[src/rtl/fetch_pkg.sv]
// Shared types and ARF control encodings for the two-byte instruction fetch sequencer.
package fetch_pkg;

  typedef enum logic [2:0] {
    IDLE   = 3'd0,
    REQ_LO = 3'd1,
    INC_LO = 3'd2,
    REQ_HI = 3'd3,
    INC_HI = 3'd4,
    DONE   = 3'd5
  } state_e;

  localparam logic [2:0] FUNSEL_INC  = 3'b001;
  localparam logic [2:0] FUNSEL_HOLD = 3'b000;
  localparam logic [2:0] REGSEL_PC   = 3'b011;
  localparam logic [2:0] REGSEL_NONE = 3'b111;
  localparam logic [1:0] OUTDSEL_PC  = 2'b00;

endpackage

[src/rtl/fetch_timeout_counter.sv]
// Counts consecutive wait cycles; expired_o pulses on the WAIT_MAX-th counted cycle (never when WAIT_MAX is 0).
module fetch_timeout_counter #(
  parameter int unsigned WAIT_MAX = 16,
  parameter int unsigned CNT_W    = 5
) (
  input  logic clk,
  input  logic rst_n,
  input  logic clear_i,
  input  logic en_i,
  output logic expired_o
);

  localparam logic [CNT_W-1:0] LAST = CNT_W'((WAIT_MAX == 0) ? 0 : WAIT_MAX - 1);
  localparam bit ENABLED = (WAIT_MAX != 0);

  logic [CNT_W-1:0] cnt_q, cnt_d;

  always_comb begin
    cnt_d = cnt_q;
    if (clear_i) begin
      cnt_d = '0;
    end else if (en_i) begin
      cnt_d = cnt_q + 1'b1;
    end
  end

  always_ff @(posedge clk or negedge rst_n) begin
    if (!rst_n) begin
      cnt_q <= '0;
    end else begin
      cnt_q <= cnt_d;
    end
  end

  assign expired_o = ENABLED && en_i && !clear_i && (cnt_q == LAST);

endmodule

[src/rtl/instr_fetch_sequencer.sv]
// Fetches a little-endian 16-bit instruction at PC over an 8-bit ready/valid memory port,
// steering the ARF to increment PC after each byte and pulsing ir_valid_o when IR is complete.
module instr_fetch_sequencer
  import fetch_pkg::*;
#(
  parameter int unsigned WAIT_MAX = 16,
  parameter int unsigned CNT_W    = 5
) (
  input  logic        clk,
  input  logic        rst_n,
  input  logic        start_i,
  input  logic        flush_i,
  input  logic        mem_ready_i,
  input  logic [7:0]  mem_data_i,
  output logic        mem_read_o,
  output logic [1:0]  out_d_sel_o,
  output logic [2:0]  arf_fun_sel_o,
  output logic [2:0]  arf_reg_sel_o,
  output logic [15:0] ir_o,
  output logic        ir_valid_o,
  output logic        busy_o,
  output logic        error_o,
  output state_e      state_o
);

  // Handshake: a byte transfers on any rising edge where mem_read_o and mem_ready_i are both high;
  // mem_read_o holds until that edge (or a flush/timeout) and mem_data_i is sampled on it.

  state_e      state_q, state_d;
  logic [15:0] ir_q, ir_d;
  logic        err_q, err_d;
  logic        in_req;
  logic        cnt_en, cnt_clear, expired;

  assign in_req    = (state_q == REQ_LO) || (state_q == REQ_HI);
  assign cnt_en    = in_req && !mem_ready_i && !flush_i;
  assign cnt_clear = !cnt_en;

  fetch_timeout_counter #(
    .WAIT_MAX(WAIT_MAX),
    .CNT_W   (CNT_W)
  ) u_timeout (
    .clk      (clk),
    .rst_n    (rst_n),
    .clear_i  (cnt_clear),
    .en_i     (cnt_en),
    .expired_o(expired)
  );

  always_comb begin
    state_d = state_q;
    ir_d    = ir_q;
    err_d   = err_q;
    unique case (state_q)
      IDLE: begin
        if (start_i) begin
          err_d   = 1'b0;
          state_d = REQ_LO;
        end
      end
      REQ_LO: begin
        if (mem_ready_i) begin
          ir_d[7:0] = mem_data_i;
          state_d   = INC_LO;
        end else if (expired) begin
          err_d   = 1'b1;
          state_d = IDLE;
        end
      end
      INC_LO: state_d = REQ_HI;
      REQ_HI: begin
        if (mem_ready_i) begin
          ir_d[15:8] = mem_data_i;
          state_d    = INC_HI;
        end else if (expired) begin
          err_d   = 1'b1;
          state_d = IDLE;
        end
      end
      INC_HI: state_d = DONE;
      DONE: begin
        if (start_i) begin
          err_d   = 1'b0;
          state_d = REQ_LO;
        end else begin
          state_d = IDLE;
        end
      end
      default: state_d = IDLE;
    endcase
    // Flush wins over capture, timeout and start alike.
    if (flush_i) begin
      state_d = IDLE;
      ir_d    = ir_q;
      err_d   = err_q;
    end
  end

  always_ff @(posedge clk or negedge rst_n) begin
    if (!rst_n) begin
      state_q <= IDLE;
      ir_q    <= 16'h0000;
      err_q   <= 1'b0;
    end else begin
      state_q <= state_d;
      ir_q    <= ir_d;
      err_q   <= err_d;
    end
  end

  assign mem_read_o    = in_req;
  assign out_d_sel_o   = OUTDSEL_PC;
  assign arf_reg_sel_o = ((state_q == INC_LO) || (state_q == INC_HI)) ? REGSEL_PC : REGSEL_NONE;
  assign arf_fun_sel_o = ((state_q == INC_LO) || (state_q == INC_HI)) ? FUNSEL_INC : FUNSEL_HOLD;
  assign ir_valid_o    = (state_q == DONE);
  assign busy_o        = (state_q != IDLE);
  assign ir_o          = ir_q;
  assign error_o       = err_q;
  assign state_o       = state_q;

endmodule

[config.mk]
export PLATFORM = sky130hd
export DESIGN_NAME = instr_fetch_sequencer
export DESIGN_NICKNAME = d
export VERILOG_FILES = /design/src/rtl/fetch_pkg.sv /design/src/rtl/fetch_timeout_counter.sv /design/src/rtl/instr_fetch_sequencer.sv
export SDC_FILE = /design/constraint.sdc
export NUM_CORES = 1
export LEC_CHECK = 0
export BUFFER_PORTS_ARGS = -buffer_cell sky130_fd_sc_hd__buf_2
export CORE_MARGIN = 3
export CORE_UTILIZATION = 48
export DETAILED_ROUTE_END_ITERATION = 10
export GPL_TIMING_DRIVEN = 1
export PLACE_DENSITY = 0.77
export SYNTH_ARGS = -nofsm -noshare
export SYNTH_HDL_FRONTEND = slang
export SYNTH_SLANG_ARGS = --single-unit
[constraint.sdc]
create_clock -name clk -period 2.2 [get_ports clk]
set_clock_uncertainty 0.2 [all_clocks]
set_input_delay 0.22 -clock clk [delete_from_list [all_inputs] [get_ports clk]]
set_output_delay 0.22 -clock clk [all_outputs]
set_load 0.01 [all_outputs]
==> run metrics, run 1 <==
final std cells w/o fill=167; biggest area consumer among synthesized cells=sky130_fd_sc_hd__dfrtp_1; outcome=completed; ant diodes=0; unrepaired setup endpoints after global routing=false; worst-case register-to-register setup slack=0.27 ns; Die Y=55.5 um; Static Leakage=0.782 nW; number of rows created at floorplan=17; overall power=1.11 mW; final global-route overflow total=0; cell at the slowest stage of the critical path=sky130_fd_sc_hd__dfrtp_1; DRC violations left=0; Post CTS Setup Buffer Count=0; Die Outline Area=0.00308 mm2; largest net degree at the start of global routing=26; kind of end point of the critical path=register; half-perimeter wire length of the detailed placement result=1640 um; number of sinks on the clock net=25; total CTS buffers=3; CP Data Arrival Time=1.94 ns; share of the synthesized area in the top cell type=53.2%; post-synth cell types=29; number of flops mapped to enable cells by yosys=0; count of nets after finishing=155; slew at the pin closest to its max-slew limit=0.556 ns; Port-buffer cells=37; violation count after the first detailed-routing iteration=19; Core Util, Final=65.4%; largest incremental delay on the critical path=0.42 ns; library cell appearing most often on the critical path=sky130_fd_sc_hd__ha_1; hold-critical path depth=3; clock transition time at the flip-flop clock pins of the worst setup and hold paths=0.13 ns; aggregate global-route resource usage=15.7%; CTS tree=yes; Placed Cells incl. Taps=152; I/O pin cnt=44; worst path bufs/invs=0; share of flip-flops with an asynchronous set or reset after synthesis=100%; Post-Synthesis Cell Area=0.00118 mm2; worst-case reg-to-reg path depth=5; post-route fraction of the period consumed by the critical path=87.9%; number of cells on the critical path=5; final count of hold timing violations=0; final critical delay including setup and external delays=1.93 ns; critical-path maximum fanout=3; crit-path leading delay family=compound AO/OA/AOI/OAI gates; path type of the worst min-delay path=primary input to register; ys flop type=sky130_fd_sc_hd__dfrtp_1; via count of the first global-routing pass=822; Max-slew headroom=62.9%; CTS root buffer=sky130_fd_sc_hd__clkbuf_4; wire length of the first global-routing pass=3830 um; overall routed net length=2280 um; Critical path origin=u_timeout.cnt_q[0]; gp weighted congestion=0.768; Gate Count Post-Synth=91; synthesis-to-layout area growth=26.6%; total of fill cells in the finished design=164; via-per-instance ratio=5.01; worst-skew pair later-pin latency=0.31 ns; H-tree depth=1; R2R Path End=state_o[0]; detailed-route wire length per cell=13.7 um; max-cap violation count=0; Initial DRT Pass Iterations=4; proportion of synthesized chip area in sequential cells=53.2%; final setup vio count=0; average footprint of a synthesized cell=12.9 um2; number of nets with antenna violations after detailed routing=0; Crit Reg-Reg Startpoint=u_timeout.cnt_q[0]; WP data required=2.21 ns; yosys synthesis warning count=0; layout cells sized above 1=44.6%; die width=55.5 um; Max Clock Freq=517 MHz; critical path start-end classification=register to register; Worst Setup EP=state_o[0]; power density normalized to cell area=743 mW/mm2; Placeable Area=0.00228 mm2; kind of start point of the critical path=register; antenna violations before repair=0; number of buffers on the longest clock path=2; largest voltage drop on the vdd net=0.537 mV; via count of the routed design=837; initial core utilization=51.7%; leading post-synthesis cells by cell area=sky130_fd_sc_hd__dfrtp_1 53%, sky130_fd_sc_hd__mux2_4 10%, sky130_fd_sc_hd__mux2_2 7.7%; ordered cell list for the critical path=ha_1 -> and3_1 -> ha_1 -> o311a_1 -> a2111oi_2; total negative slack=0 ns; beginning of the worst hold path=mem_ready_i; final number of max-transition violations=0; total of flip-flops plus latches after synthesis=25
cell families after synthesis:
family | count (synthesis) | synth area share, %
flops | 25 | 53.2
simple gates | 23 | 11.5
mux | 16 | 17.9
buf+inv | 12 | 6.92
compound gates | 7 | 4.79
xor+xnor | 4 | 2.98
fa+ha+maj | 2 | 2.13
other cells | 2 | 0.639
tightest hold or removal path: stages:
cell and delay, ns:
sky130_fd_sc_hd__buf_2 0.14, sky130_fd_sc_hd__a21oi_1 0.15, sky130_fd_sc_hd__nor4_1 0.06
layer usage:
| metal | up-vias | global-route usage [%] | routed length (um) |
|---|---|---|---|
| met5 | - | 0 | 0 |
| met3 | 2 | 3.27 | 138 |
| met1 | 407 | 19.5 | 940 |
| met4 | 0 | 6.94 | 21 |
| met2 | 29 | 26.2 | 1190 |
| li1 | 399 | - | - |
state kept, by name, indices dropped and copies added (netlist names):
signal,count
ir_o,16
u_timeout.cnt_q,5
state_o,3
error_o,1
cell type report:
cell class	count	area (um2)	share of cell area, %
sequential	25	626	42.0
tap	28	35.0	2.35
timing repair buffer	50	310	20.8
multi-input combinational	58	484	32.5
inverter	2	7.51	0.504
clock buffer	4	26.3	1.76
metrics by stage:
stage               hold slack [ns]  area [um2]  setup slack, ns
global placement             0.0316        1350            0.351
CTS                          0.0679        1490            0.249
finish                       0.0769        1490            0.265
global route                 0.0789        1490            0.147
floorplan                    -0.276        1190            0.387
detailed placement           0.0399        1350            0.277
worst min-delay path by stage:
stage | end | slack [ns]
after floorplan | error_o | -0.28
after global placement | ir_o[7] | 0.03
after detailed placement | ir_o[7] | 0.04
after CTS | state_o[1] | 0.07
after global routing | state_o[1] | 0.08
final | state_o[1] | 0.08
synthesized netlist by cell type (2+ instances only):
cell type,n
sky130_fd_sc_hd__a21oi_1,3
sky130_fd_sc_hd__and3_1,2
sky130_fd_sc_hd__buf_2,2
sky130_fd_sc_hd__buf_4,7
sky130_fd_sc_hd__conb_1,2
sky130_fd_sc_hd__dfrtp_1,25
sky130_fd_sc_hd__ha_1,2
sky130_fd_sc_hd__inv_1,2
sky130_fd_sc_hd__mux2_2,8
sky130_fd_sc_hd__mux2_4,8
sky130_fd_sc_hd__nand2_1,3
sky130_fd_sc_hd__nor2_1,7
sky130_fd_sc_hd__nor2b_1,2
sky130_fd_sc_hd__xnor2_1,2
sky130_fd_sc_hd__xor2_1,2
power by group:
part           switching, mW  internal, mW  total [mW]
clock                  0.128        0.0708       0.199
combinational          0.138         0.177       0.315
sequential            0.0525         0.540       0.593
total                  0.319         0.788        1.11
what timing repair did:
item,4_1_cts,5_1_grt
hold buffers,11,0
resized for setup,0,0
hold endpoints to repair,45,0
layout by cell type, fill, tap and decap left out, types with 2 or more instances in the layout:
master,count
sky130_fd_sc_hd__buf_2,37
sky130_fd_sc_hd__dfrtp_1,25
sky130_fd_sc_hd__dlygate4sd3_1,11
sky130_fd_sc_hd__mux2_2,8
sky130_fd_sc_hd__mux2_4,8
sky130_fd_sc_hd__nor2_1,7
sky130_fd_sc_hd__conb_1,6
sky130_fd_sc_hd__nand2_1,3
sky130_fd_sc_hd__a21oi_1,3
sky130_fd_sc_hd__clkbuf_4,3
sky130_fd_sc_hd__and3_1,2
sky130_fd_sc_hd__xor2_1,2
sky130_fd_sc_hd__xnor2_1,2
sky130_fd_sc_hd__nor2b_1,2
sky130_fd_sc_hd__inv_1,2
sky130_fd_sc_hd__ha_1,2
sky130_fd_sc_hd__buf_4,2
Power figures use the tool's default switching activity.
==> run 2, diff against run 1 <==
--- a/config.mk
+++ b/config.mk
@@ -6,7 +6,6 @@
 export NUM_CORES = 1
 export LEC_CHECK = 0
 export BUFFER_PORTS_ARGS = -buffer_cell sky130_fd_sc_hd__buf_2
-export CORE_MARGIN = 3
 export CORE_UTILIZATION = 48
 export DETAILED_ROUTE_END_ITERATION = 10
 export GPL_TIMING_DRIVEN = 1
==> run 2 against run 1 <==
Against the previous run:
- power is 0.75% lower
- register-to-register slack hardly changed
- routed wire length is 6.0% lower
- clock power is 2% lower
- critical path depth stayed put
- via count is 1.8% lower
- worst setup slack better by 0.0070 ns
- non-clock buffer count stayed put
- combinational power hardly changed
- critical endpoint unchanged
- largest power group unchanged
- highest routed layer is now met3
==> run metrics, run 2 (same netlist as run 1, synthesis figures left out) <==
path type of the worst min-delay path=primary input to register; CTS tree=yes; number of rows created at floorplan=17 (unchanged); final global-route overflow total=0 (unchanged); wire length of the first global-routing pass=3680 um (-4.0%); gp weighted congestion=0.767 (-0.18%); Post CTS Setup Buffer Count=0 (unchanged); unrepaired setup endpoints after global routing=false; GR Layer Usage met2=33.8% (+7.6 points); kind of end point of the critical path=register; via count of the routed design=822 (-1.8%); Die Outline Area=0.00265 mm2 (-14%); detailed-route wire length per cell=12.9 um (-6.0%); final count of hold timing violations=0 (unchanged); initial core utilization=52.2% (+0.49 points); DRC violations left=0 (unchanged); total of fill cells in the finished design=188 (+15%); Port-buffer cells=37 (unchanged); critical path start-end classification=register to register; critical-path maximum fanout=3 (unchanged); post-route fraction of the period consumed by the critical path=87.6% (-0.32 points); antenna violations before repair=0 (unchanged); number of buffers on the longest clock path=2 (unchanged); overall power=1.10 mW (-0.75%); power density normalized to cell area=738 mW/mm2 (-0.75%); I/O pin cnt=44 (unchanged); slew at the pin closest to its max-slew limit=0.536 ns (-0.0200 ns); number of instances resized during post-cts repair=0 (unchanged); Max Clock Freq=519 MHz (+0.36%); clock transition time at the flip-flop clock pins of the worst setup and hold paths=0.13 ns (about the same); number of nets with antenna violations after detailed routing=0 (unchanged); flip-flop count of the largest register after layout=16 (unchanged); most heavily used metal layer in global routing=met2; final critical delay including setup and external delays=1.93 ns (-0.00697 ns); kind of start point of the critical path=register; Max-slew headroom=64.3% (+1.3 points); half-perimeter wire length of the detailed placement result=1490 um (-9.4%); Initial DRT Pass Iterations=4 (unchanged); final setup vio count=0 (unchanged); via count of the first global-routing pass=823 (+0.12%); total negative slack=0 ns (unchanged); layout cells sized above 1=44.6% (unchanged); WP data required=2.21 ns (about the same); via-per-instance ratio=4.92 (-1.8%); Placeable Area=0.00225 mm2 (-0.93%); met3 track utilization from global routing=2.63% (-0.64 points); H-tree depth=1 (unchanged); aggregate global-route resource usage=19.0% (+3.3 points); ant diodes=0 (unchanged); largest net degree at the start of global routing=26 (unchanged); overall routed net length=2150 um (-6.0%); final number of max-transition violations=0 (unchanged); CTS root buffer=sky130_fd_sc_hd__clkbuf_4; total CTS buffers=3 (unchanged); synthesis-to-layout area growth=26.6% (unchanged); Die Y=51.5 um (-7.2%); met1 demand-to-capacity share in global routing=24.5% (+5.0 points); commonest non-fill, non-tap cell in the layout=sky130_fd_sc_hd__buf_2; violation count after the first detailed-routing iteration=3 (-16); count of nets after finishing=155 (unchanged); commonest cells after routing, fill and taps aside=37 x sky130_fd_sc_hd__buf_2, 25 x sky130_fd_sc_hd__dfrtp_1, 11 x sky130_fd_sc_hd__dlygate4sd3_1; max-cap violation count=0 (unchanged); Static Leakage=0.782 nW (unchanged); worst-skew pair later-pin latency=0.30 ns (about the same); number of sinks on the clock net=25 (unchanged); die width=51.5 um (-7.2%); largest voltage drop on the vdd net=0.482 mV (-10%); outcome=completed; CP Data Arrival Time=1.94 ns (about the same)
==> run 2: cell counts in the layout (fill, tap and decap cells not counted) <==
No cell type changed its count.
==> run 2: path summary, 6_finish.rpt <==
path,start,end,slack [ns],cells after the start
setup / recovery,u_timeout.cnt_q[0],state_o[0],0.27,5
hold / removal,mem_ready_i,u_timeout.cnt_q[0],0.09,3
setup reg to reg,u_timeout.cnt_q[0],state_o[0],0.27,5
hold reg to reg,u_timeout.cnt_q[0],u_timeout.cnt_q[0],0.27,1
max in group asynchronous,rst_n,state_o[1],1.23,2
min in group asynchronous,rst_n,ir_o[6],0.21,2
==> run 2: power by group <==
part	internal (mW)	switching (mW)	total (mW)	leakage (nW)
clock network	0.0707	0.124	0.195	0.0150
registers	0.540	0.0505	0.591	0.326
logic	0.177	0.136	0.313	0.441
==> run 2: through the flow <==
stage / hold slack (ns) / setup WS (ns) / utilization (%) / std cells / cell area [um2]
2_1_floorplan: -0.276 / 0.387 / - / 95 / 1190
3_3_place_gp: 0.0315 / 0.354 / 60.0 / 152 / 1350
3_5_place_dp: 0.0373 / 0.275 / 60.0 / 152 / 1350
4_1_cts: 0.0701 / 0.250 / 66.0 / 167 / 1490
5_1_grt: 0.0919 / 0.154 / 66.0 / 167 / 1490
6_report: 0.0858 / 0.272 / 66.0 / 167 / 1490
==> run 2: worst max-delay path, cell delays in order (launching register included) <==
cell,delay (ns)
sky130_fd_sc_hd__dfrtp_1,0.42
sky130_fd_sc_hd__ha_1,0.23
sky130_fd_sc_hd__and3_1,0.19
sky130_fd_sc_hd__ha_1,0.21
sky130_fd_sc_hd__o311a_1,0.31
sky130_fd_sc_hd__a2111oi_2,0.27
==> run 2: layer usage <==
metal  up-vias  wire length [um]
met1       388               971
met4         0                 0
met5         -                 0
li1        400                 -
met3         0               107
met2        34              1070
==> run 2: timing repair <==
action / 4_1_cts / 5_1_grt
hold buffers: 11 / 0
setup endpoints to repair: 0 / 0
endpoints found under the hold margin: 45 / 0
==> run 2: layout make-up <==
class / count / area (um2) / area share, %
flip-flops and latches: 25 / 626 / 42.0
multi-input cells: 58 / 484 / 32.5
repair buffers: 50 / 310 / 20.8
well taps: 28 / 35.0 / 2.35
clock buffers: 4 / 26.3 / 1.76
inverters: 2 / 7.51 / 0.504
==> run 3, diff against run 2 <==
--- a/config.mk
+++ b/config.mk
@@ -5,7 +5,9 @@
 export SDC_FILE = /design/constraint.sdc
 export NUM_CORES = 1
 export LEC_CHECK = 0
+export ABC_AREA = 1
 export BUFFER_PORTS_ARGS = -buffer_cell sky130_fd_sc_hd__buf_2
+export CORE_MARGIN = 2
 export CORE_UTILIZATION = 48
 export DETAILED_ROUTE_END_ITERATION = 10
 export GPL_TIMING_DRIVEN = 1
==> run 3 against run 2 <==
Against the previous run:
- routed wire length grew 5.6%
- area after synthesis grew 2.1%
- worst hold slack lost 0.035 ns
- sequential share of layout area shrank 0.66 points
- global-route usage shrank 2.1 points
- non-clock buffer count shrank 2
- clock power grew 3%
- core utilization shrank 3.8 points
- first-iteration DRC count grew to 4.0 times the previous value
- register-to-register slack gained 0.26 ns
- die area grew 10%
- via count grew 18%
- critical path type is now register to output pin
- highest routed layer is now met4
==> run metrics, run 3 <==
worst-skew pair later-pin latency=0.32 ns (+0.02 ns); gp weighted congestion=0.789 (+2.9%); Max Clock Freq=519 MHz (about the same); number of sinks on the clock net=25 (unchanged); post-synthesis share of cell area spent on and, or, nand and nor gates=20.8% (+9.3 points); kind of end point of the critical path=output pin; aggregate global-route resource usage=16.9% (-2.1 points); Die Outline Area=0.00292 mm2 (+10%); via-per-instance ratio=4.66 (-5.3%); unrepaired setup endpoints after global routing=false; commonest non-fill, non-tap cell in the layout=sky130_fd_sc_hd__buf_2; Placeable Area=0.00243 mm2 (+7.9%); Die Y=54.0 um (+4.9%); count of nets after finishing=194 (+25%); main combinational cell family by area after synthesis=simple AND/OR/NAND/NOR gates; initial core utilization=49.4% (-2.8 points); commonest cells in the synthesized netlist=25 x sky130_fd_sc_hd__dfrtp_1, 22 x sky130_fd_sc_hd__nand2_1, 16 x sky130_fd_sc_hd__inv_1, 10 x sky130_fd_sc_hd__nor2_1; yosys synthesis warning count=0 (unchanged); die width=54.0 um (+4.9%); antenna violations before repair=0 (unchanged); CTS root buffer=sky130_fd_sc_hd__clkbuf_4; total CTS buffers=3 (unchanged); overall routed net length=2270 um (+5.6%); largest net degree at the start of global routing=26 (unchanged); final critical delay including setup and external delays=1.93 ns (-0.00143 ns); flip-flop count of the largest register after layout=16 (unchanged); power density normalized to cell area=760 mW/mm2 (+3.0%); H-tree depth=1 (unchanged); number of flops mapped to enable cells by yosys=0 (unchanged); critical path start-end classification=register to output pin; average footprint of a synthesized cell=9.24 um2 (-29%); post-synth cell types=24 (-17%); number of instances resized during post-cts repair=0 (unchanged); outcome=completed; DRC violations left=0 (unchanged); ys flop type=sky130_fd_sc_hd__dfrtp_1; share of flip-flops with an asynchronous set or reset after synthesis=100% (unchanged); multiplexer fraction of the synthesized cell area=0% (-18 points); detailed-route wire length per cell=10.9 um (-15%); via count of the first global-routing pass=865 (+5.1%); Initial DRT Pass Iterations=4 (unchanged); share of the synthesized area in the top cell type=52.1% (-1.1 points); biggest area consumer among synthesized cells=sky130_fd_sc_hd__dfrtp_1; synthesis-to-layout area growth=25.9%; kind of start point of the critical path=register; final setup vio count=0 (unchanged); worst path bufs/invs=3 (+3); total of flip-flops plus latches after synthesis=25 (unchanged); Static Leakage=0.822 nW (+5.2%); final number of max-transition violations=0 (unchanged); I/O pin cnt=44 (unchanged); largest incremental delay on the critical path=0.59 ns (+0.17 ns); violation count after the first detailed-routing iteration=12 (+9); Compound-Gate Fraction of Synth Area=12.4% (+7.6 points); number of rows created at floorplan=18 (+1); path type of the worst min-delay path=primary input to register; number of buffers on the longest clock path=2 (unchanged); Gate Count Post-Synth=130 (+43%); max-cap violation count=0 (unchanged); crit-path leading delay family=flip-flops; final cell area excluding filler cells=0.00151 mm2 (+1.6%); ordered cell list for the critical path=inv_2 -> nor3_1 -> nor2_1 -> inv_1 -> buf_2; wire length of the first global-routing pass=3510 um (-4.5%); number of nets with antenna violations after detailed routing=0 (unchanged); via count of the routed design=970 (+18%); leading post-synthesis cells by cell area=sky130_fd_sc_hd__dfrtp_1 52%, sky130_fd_sc_hd__nand2_1 6.9%, sky130_fd_sc_hd__o21ai_2 5.8%; commonest cells after routing, fill and taps aside=37 x sky130_fd_sc_hd__buf_2, 25 x sky130_fd_sc_hd__dfrtp_1, 22 x sky130_fd_sc_hd__nand2_1; ant diodes=0 (unchanged); final count of hold timing violations=0 (unchanged); total negative slack=0 ns (unchanged); critical-path maximum fanout=7 (+4); post-route fraction of the period consumed by the critical path=87.6% (about the same); final global-route overflow total=0 (unchanged); CP Data Arrival Time=1.51 ns (-0.43 ns); CTS tree=yes; xor/xnor cell area share of the yosys netlist=0.729% (-2.2 points); slew at the pin closest to its max-slew limit=0.535 ns (-0.00115 ns); largest voltage drop on the vdd net=0.575 mV (+19%); layout cells sized above 1=33.1% (-11 points); Post-Place Cell Area=0.00138 mm2 (+1.7%); adder-cell area share of the yosys netlist=2.08% (-0.044 points); most instantiated library cell after synthesis=sky130_fd_sc_hd__dfrtp_1; clock transition time at the flip-flop clock pins of the worst setup and hold paths=0.12 ns (about the same); half-perimeter wire length of the detailed placement result=1680 um (+13%); WP data required=1.78 ns (-0.43 ns); proportion of synthesized chip area in sequential cells=52.1% (-1.1 points); total of fill cells in the finished design=221 (+18%); Post-Synthesis Cell Area=0.00120 mm2 (+2.1%); Max-slew headroom=64.4% (+0.076 points); Port-buffer cells=37 (unchanged); cell at the slowest stage of the critical path=sky130_fd_sc_hd__dfrtp_1
-- run 3: changes by cell type after synthesis, sizes merged, moves of 3 or more --
cell and change:
o21ai +17, nor2 +3, nand2 +22, nor3 +3, nand3 +6, inv +17
mux2 -16
-- run 3: layout make-up --
class | count | area, um2 | share of cell area (%)
tap | 30 | 37.5 | 2.48
multi-input combinational | 82 | 455 | 30.1
clock buffer | 3 | 22.5 | 1.49
clock inverter | 1 | 5.00 | 0.331
inverter | 19 | 71.3 | 4.71
timing repair buffer | 48 | 295 | 19.5
sequential | 25 | 626 | 41.4
-- run 3: metrics by stage --
stage / power, mW / utilization, % / instances / hold slack (ns) / worst slack [ns]
final: 1.15 / 62.2 / 208 / 0.0505 / 0.274
after global routing: 1.22 / 62.2 / 208 / 0.0468 / 0.130
after CTS: 1.17 / 62.2 / 208 / 0.0333 / 0.265
after detailed placement: 0.946 / 56.5 / 193 / 0.0371 / 0.537
after global placement: 0.935 / 56.5 / 193 / 0.0320 / 0.602
after floorplan: 0.811 / - / 134 / -0.276 / 0.639
-- run 3: metal layers --
metal | share of wire, % | track usage (%) | up-vias
met5 | 0 | 0 | -
met4 | 1.5 | 8.75 | 0
met3 | 6.3 | 3.33 | 4
met2 | 46 | 27.4 | 36
met1 | 47 | 21.3 | 430
li1 | - | - | 500
-- run 3: worst paths after layout --
kind	startpoint	to	slack (ns)	depth (start not counted)
worst max-delay path	state_o[2]	arf_fun_sel_o[0]	0.27	5
worst min-delay path	start_i	state_o[0]	0.05	3
worst max register to register	state_o[2]	ir_o[9]	0.53	4
worst min register to register	u_timeout.cnt_q[0]	u_timeout.cnt_q[0]	0.27	1
max in group asynchronous	rst_n	state_o[0]	1.23	2
min in group asynchronous	rst_n	ir_o[14]	0.21	2
-- run 3: report_power, final --
part           total [mW]  internal, mW  switching (mW)
registers           0.601         0.546          0.0548
logic               0.348         0.153           0.195
clock network       0.201        0.0681           0.133
total                1.15         0.767           0.383
-- run 3: worst min-delay path: stages --
cell and delay (ns):
sky130_fd_sc_hd__buf_2 0.11, sky130_fd_sc_hd__o21ai_0 0.14, sky130_fd_sc_hd__a21oi_1 0.07
-- run 3: timing repair --
item	CTS	global route
buffers inserted	0	0
hold buffers	11	0
endpoints found under the hold margin	43	0
-- run 3: cell families after synthesis --
logic type,Yosys count
and+or+nand+nor,50
xor gates and xnor gates,1
AOI/OAI and AO/OA,23
adders and majority gates,2
DFF,25
buffers and inverters,27
other,2
